**config.mk**
```make
export PLATFORM = sky130hd
export DESIGN_NAME = alu_result_fifo
export DESIGN_NICKNAME = d
export VERILOG_FILES = /design/src/rtl/alu_result_fifo.sv
export SDC_FILE = /design/constraint.sdc
export NUM_CORES = 1
export LEC_CHECK = 0
export BUFFER_PORTS_ARGS = -buffer_cell sky130_fd_sc_hd__buf_2
export CORE_ASPECT_RATIO = 2
export CORE_MARGIN = 2
export CORE_UTILIZATION = 54
export DETAILED_ROUTE_END_ITERATION = 6
export PLACE_DENSITY = 0.76
export SYNTH_ARGS = -nofsm -noshare
export SYNTH_HDL_FRONTEND = slang
export SYNTH_SLANG_ARGS = --single-unit
export TNS_END_PERCENT = 1
```
**constraint.sdc**
```tcl
create_clock -name clk -period 4 [get_ports clk]
set_input_delay 0.2 -clock clk [delete_from_list [all_inputs] [get_ports clk]]
set_output_delay 0.2 -clock clk [all_outputs]
set_load 0.01 [all_outputs]
```
**src/rtl/alu_result_fifo.sv**
```systemverilog
// alu_result_fifo: first-word-fall-through FIFO capturing ALU {result, error, opcode},
// with a saturating error counter and a sticky drop flag for writes refused while full.
module alu_result_fifo #(
    parameter int DEPTH    = 8,
    parameter int DATA_W   = 32,
    parameter int OP_W     = 3,
    parameter int ERRCNT_W = 16
) (
    input  logic                       clk,
    input  logic                       rst,
    input  logic                       clr,
    input  logic                       in_valid,
    output logic                       in_ready,
    input  logic [DATA_W-1:0]          in_result,
    input  logic                       in_error,
    input  logic [OP_W-1:0]            in_opcode,
    output logic                       out_valid,
    input  logic                       out_ready,
    output logic [DATA_W-1:0]          out_result,
    output logic                       out_error,
    output logic [OP_W-1:0]            out_opcode,
    output logic [$clog2(DEPTH):0]     count,
    output logic                       full,
    output logic                       empty,
    output logic [ERRCNT_W-1:0]        err_count,
    output logic                       drop_sticky
);
    localparam int AW = $clog2(DEPTH);
    localparam int CW = AW + 1;
    localparam int EW = DATA_W + 1 + OP_W;

    logic [EW-1:0] mem [DEPTH];
    logic [AW-1:0] wr_ptr, rd_ptr;
    logic          wr_en, rd_en;

    assign full      = count == CW'(DEPTH);
    assign empty     = count == '0;
    assign in_ready  = !full;
    assign out_valid = !empty;
    assign wr_en     = in_valid && !full;
    assign rd_en     = !empty && out_ready;
    assign {out_result, out_error, out_opcode} = empty ? '0 : mem[rd_ptr];

    // Storage carries no reset; a flush only needs to suppress the write.
    always_ff @(posedge clk) begin
        if (wr_en && !clr) mem[wr_ptr] <= {in_result, in_error, in_opcode};
    end

    always_ff @(posedge clk or negedge rst) begin
        if (!rst) begin
            wr_ptr      <= '0;
            rd_ptr      <= '0;
            count       <= '0;
            err_count   <= '0;
            drop_sticky <= 1'b0;
        end else if (clr) begin
            wr_ptr      <= '0;
            rd_ptr      <= '0;
            count       <= '0;
            err_count   <= '0;
            drop_sticky <= 1'b0;
        end else begin
            if (wr_en) wr_ptr <= wr_ptr + 1'b1;
            if (rd_en) rd_ptr <= rd_ptr + 1'b1;
            count <= count + CW'(wr_en) - CW'(rd_en);
            if (wr_en && in_error && err_count != '1) err_count <= err_count + 1'b1;
            if (in_valid && full) drop_sticky <= 1'b1;
        end
    end
endmodule

```
# After elaboration in Yosys (flattened, before gate mapping)
# Memory sizes are Yosys's and may differ from the RTL's.
# Index checks and enable logic that the tools add are counted.
# totals
regBits	27
latchBits	0
ram_bits	288
mem_bits_ro	0
in_bits	41
wordCells	39
memories	1
# mem_list
memory	depth	word_bits	rd	rd_ports_with_merged_regs	wr	line_no	rtl
mem	8	36	1	0	1	32	logic [EW-1:0] mem [DEPTH];
# classes
add_sub_neg	5
multipliers	0
n_div	0
n_lt_le_gt_ge	0
n_eq_ne	2
shifts	0
n_mux	12
n_bitwise	0
n_reduce_logical	14
# ops
cell	n
$mux 36	1
$mux 16	2
$add 16x1->16 const B	1
$ne 16x16->1 const B	1
$mux 3	4
$reduce_bool 2->1	4
$add 3x1->3 const B	2
$logic_and 1x1->1	6
$add 4x1->4	1
$eq 4x4->1 const B	1
$logic_not 4->1	1
$mux 1	4
$mux 4	1
$sub 4x1->4	1
$logic_not 1->1	3

# Logic depth before layout (Yosys ltp)
# logic_depth
word_depth	7
mapped_depth	12

# Worst setup path after synthesis
# Ideal clock, no wire load.
# synth_timing
path_type	flip-flop to flip-flop
startpoint	register count[2]
endpoint	memory mem[0][0] (netlist name) (enable)
arrival_ns	3.976
t_required_ns	3.526
path_slack_ns	-0.449
stages_incl_launch_ff	8
cell_sequence	dfrtp_1 > inv_1 > ha_1 > or3b_4 > buf_8 > nand2_1 > or3_1 > nor3_1
# synth_via
elab_chain_len	6
# synth_lines
element	line_no	rtl
start: declaration	22	output logic [$clog2(DEPTH):0] count,
start signal: assignment	65	count <= count + CW'(wr_en) - CW'(rd_en);
$eq 4x4->1	36	assign full = count == CW'(DEPTH);
$logic_not 1->1	-	
named net in_ready	13	output logic in_ready,
$logic_and 1x1->1	40	assign wr_en = in_valid && !full;
$logic_and 1x1->1	46	if (wr_en && !clr) mem[wr_ptr] <= {in_result, in_error, in_opcode};
$mux 1	46	
$mux 1 (implied by the code)	46	
end: declaration	32	
# The timed path passes the listed nets, and every way through them passes these cells.

# Worst setup path in the final report
# layout_timing
startpoint	register rd_ptr[0]
endpoint	output out_result[24]
# layout_via
elab_chain_len	2
# layout_lines
element	line_no	rtl
start: declaration	33	logic [AW-1:0] wr_ptr, rd_ptr;
start signal: assignment	64	if (rd_en) rd_ptr <= rd_ptr + 1'b1;
$mem_v2 8x36	-	
$mux 36	42	assign {out_result, out_error, out_opcode} = empty ? '0 : mem[rd_ptr];
end: declaration	19	output logic [DATA_W-1:0] out_result,
# No other way between the ends.

==> flow_results.org <==
** Outcome
- The flow ran to the end, and the final reports show no timing, DRC or antenna violations.

** Cells and area
- Leaving out fill and tap cells, the most frequent cell in the layout is sky130_fd_sc_hd__edfxtp_1.
- Commonest cells after routing, fill and taps aside :: 288 x sky130_fd_sc_hd__edfxtp_1, 101 x sky130_fd_sc_hd__buf_2, 72 x sky130_fd_sc_hd__mux4_2
- Area growth from synthesis to final layout :: 16.8%
- Antenna diode count :: 0
- Of the cells placed in the final design, the portion with a size suffix greater than 1 is 31.6%.
- Final cell count without fillers :: 1086
- For this run, the post-layout net count is 837.

** Setup path
- Required @ worst endpoint :: 3.80 ns
- Kind of start point of the critical path :: register
- The setup check on the worst reg-to-reg path leaves a slack of 1.19 ns.
- The worst register-to-register path ends at mem[7][24].
- STA puts the critical path data arrival time at 2.94 ns.
- Number of cell instances on the worst register-to-register path :: 6
- Critical Path Sink Type :: output pin
- Worst-path fanout max :: 44
- Crit Reg-Reg Startpoint :: count[2]
- Crit Path Class :: register to output pin

** Clock tree
- Counting along the longest clock path gives a buffer depth of 3.
- TritonCTS built the clock tree.
- CTS built an H-tree with a depth of 1.
- Number of buffers created by CTS :: 26
- Post-CTS clock slew at the launch and capture registers of the worst setup and hold paths :: 0.07 ns
- The cell sitting at the root of the clock tree is a sky130_fd_sc_hd__clkbuf_16.
- Clock Latency Late Sink :: 0.54 ns
- Gates resized during post-CTS repair numbered 0.
- Counting every sink on the clock net gives 315.

** Hold path
- Worst-case hold path end point :: wr_ptr[1]
- The worst hold path passes through 3 cells.
- The startpoint identified for the worst hold timing path is in_valid.
- Path type of the worst min-delay path :: input port to register

** Die
- Boundary Pins :: 102
- The die is 112 µm wide.
- Placement row count :: 79
- Measured along the y axis, the die boundary spans 220 µm.
- Starting utilization of the core area :: 54.5%
- Total Die Area :: 24700 µm²
- The floorplan step defined a core boundary enclosing 23100 µm².

** Global route
- Vias in the first global route :: 7074
- The number of antenna violations at the first check in global routing is 0.
- Wire length of the first global-routing pass :: 38800 µm
- After global routing the overflow that remains totals 0.
- Pin count of the biggest net entering global routing :: 75
- For this run, the total global-route usage over all layers was measured as 20.6%.

** STA
- Minimum period implied by the final worst setup slack :: 3.14 ns
- The final-report hold violation count is 0.
- Setup violations remaining at the end of the flow were counted as 0.
- The worst pin sits at a relative slew slack of 27.7%.
- The count of pins over their slew limit is 0.
- RSZ-0062 raised after global routing :: no
- Final worst-path cycle share :: 78.4%
- Worst Tran Pin Value :: 1.08 ns
- Maximum achievable frequency :: 319 MHz
- Clock skew on the completed layout was measured at 0.0274 ns.
- Summed over all failing endpoints, the final setup total negative slack is 0 ns.

** Drt
- Detailed-route via count :: 6460
- Count of routing violations after the opening detailed-route iteration :: 374
- After detailed routing, the average wire length per cell comes to 23.1 µm.
- Post-detailed-route DRC marker count :: 0
- The final layout contains routed wiring with a total length of 25100 µm.
- Once detail routing completed, the nets flagged for antenna violations numbered 0.
- Before antenna repair, the detailed router went through 6 iterations.
- Detail-routed via count per cell :: 5.95

** Synthesis
- Syn_nets :: 685
- Syn. warnings :: 0
- Count of mapped cells out of synthesis :: 635
- Main synth FF type :: sky130_fd_sc_hd__edfxtp_1
- The number of different library cells used by synthesis comes to 50.
- Yosys mapped a number of flops with a built-in enable equal to 288.
- Post-synthesis async set-or-reset flop share :: 8.57%
- Register area share after synthesis :: 73.9%
- A synthesized cell averages 19.9 µm².
- After synthesis the cells add up to 12600 µm².
- Seq cells post-synth :: 315

** Run
- Max cap viols :: 0

** Power and ir drop
- Post-layout total power :: 8470 µW
- Summed over all cells, the static leakage comes to 0.00495 µW.
- Power spread over the standard cell area amounts to 575 nW/µm².
- The worst-case IR drop observed on VDD is 0.000667 V.

** Placed design
- Count of input and output buffers :: 101
- Routability congestion estimate from global placement :: 0.836
- Half-perimeter wire length after detailed placement :: 15600 µm
- Number of placed instances, taps included :: 1005
per-layer routing:
| metal | wire length [µm] | track usage (%) | up-vias |
|---|---|---|---|
| met2 | 14000 | 38.0 | 222 |
| met3 | 1100 | 2.61 | 57 |
| met4 | 939 | 9.27 | 0 |
| li1 | - | - | 2870 |
| met1 | 9030 | 24.1 | 3311 |
| met5 | 0 | 0 | - |
critical path, cell delays in order (launching register included):
cell and delay (ns):
sky130_fd_sc_hd__dfrtp_4 1.00, sky130_fd_sc_hd__buf_4 0.35, sky130_fd_sc_hd__mux4_2 0.52, sky130_fd_sc_hd__mux2i_1 0.24, sky130_fd_sc_hd__nor2_1 0.06, sky130_fd_sc_hd__buf_2 0.17
cell families after synthesis:
group	synth area share [%]
flops	73.9
simple gates	5.32
mux	16.2
buf+inv	1.70
compound gates	1.52
fa+ha+maj	0.953
xor+xnor	0.417
synth_stat cells, types with 2 or more instances:
| master | n | area (µm²) |
|---|---|---|
| sky130_fd_sc_hd__and3_1 | 2 | 12.5 |
| sky130_fd_sc_hd__mux2i_1 | 37 | 370 |
| sky130_fd_sc_hd__and4_4 | 2 | 22.5 |
| sky130_fd_sc_hd__xor2_1 | 4 | 35.0 |
| sky130_fd_sc_hd__buf_6 | 5 | 56.3 |
| sky130_fd_sc_hd__inv_1 | 8 | 30.0 |
| sky130_fd_sc_hd__mux2_1 | 2 | 22.5 |
| sky130_fd_sc_hd__clkbuf_1 | 7 | 26.3 |
| sky130_fd_sc_hd__mux4_2 | 72 | 1620 |
| sky130_fd_sc_hd__dfrtp_1 | 27 | 676 |
| sky130_fd_sc_hd__edfxtp_1 | 288 | 8650 |
| sky130_fd_sc_hd__a21oi_1 | 14 | 70.1 |
| sky130_fd_sc_hd__nor2_1 | 55 | 206 |
| sky130_fd_sc_hd__xnor2_1 | 2 | 17.5 |
| sky130_fd_sc_hd__nor3_1 | 3 | 15.0 |
| sky130_fd_sc_hd__nand4_4 | 2 | 42.5 |
| sky130_fd_sc_hd__buf_1 | 6 | 22.5 |
| sky130_fd_sc_hd__ha_1 | 8 | 100 |
| sky130_fd_sc_hd__or3_1 | 2 | 12.5 |
| sky130_fd_sc_hd__buf_2 | 12 | 60.1 |
| sky130_fd_sc_hd__mux2_2 | 2 | 22.5 |
| sky130_fd_sc_hd__nor2b_1 | 6 | 37.5 |
| sky130_fd_sc_hd__nand4_1 | 4 | 25.0 |
| sky130_fd_sc_hd__o21ai_0 | 2 | 10.0 |
| sky130_fd_sc_hd__nand2_1 | 12 | 45.0 |
| sky130_fd_sc_hd__a211oi_1 | 3 | 22.5 |
| sky130_fd_sc_hd__o31ai_1 | 6 | 45.0 |
| sky130_fd_sc_hd__or4_1 | 6 | 45.0 |
| sky130_fd_sc_hd__nand3_1 | 12 | 60.1 |
| sky130_fd_sc_hd__nand2b_1 | 4 | 25.0 |
registers in the layout (all words and copies together) (netlist names):
name	count
mem	288
err_count	16
count	4
rd_ptr	3
wr_ptr	3
drop_sticky	1
what timing repair did:
action	in CTS	in global routing
hold buffers	37	0
endpoints found under the hold margin	302	0
buffers inserted	0	0
where the power goes:
part           switching [µW]  total, µW  internal [µW]  leakage (µW)
registers                 235       3960           3730       0.00297
clock network            1110       2620           1510      0.000427
logic                     951       1890            942       0.00156
worst max-delay path by stage:
stage	from	end	cells past startpoint
after global placement	count[2]	mem[7][22]	6
after floorplan	count[2]	mem[1][0]	6
after global routing	rd_ptr[0]	out_result[24]	5
final	rd_ptr[0]	out_result[24]	5
after detailed placement	count[2]	mem[7][24]	6
after CTS	rd_ptr[0]	out_result[24]	5
layout make-up:
class / count / area [µm²]
Multi-Input combinational cell: 280 / 3130
Clock buffer: 27 / 654
Clock inverter: 17 / 221
Fill cell: 1585 / 8400
Timing Repair Buffer: 155 / 1000
Sequential cell: 315 / 9330
Tap cell: 283 / 354
Inverter: 9 / 33.8
stage by stage:
step	cell area [µm²]	util, %	setup WS (ns)	hold WS, ns
global route	14700	63.7	0.667	0.0307
detailed placement	13500	58.3	1.20	0.251
finish	14700	63.7	0.863	0.0188
CTS	14700	63.7	0.766	0.00202
global placement	13500	58.3	1.28	0.238
floorplan	12600	-	-0.164	-0.0956
Note: power is estimated with default switching activity, not from simulation.
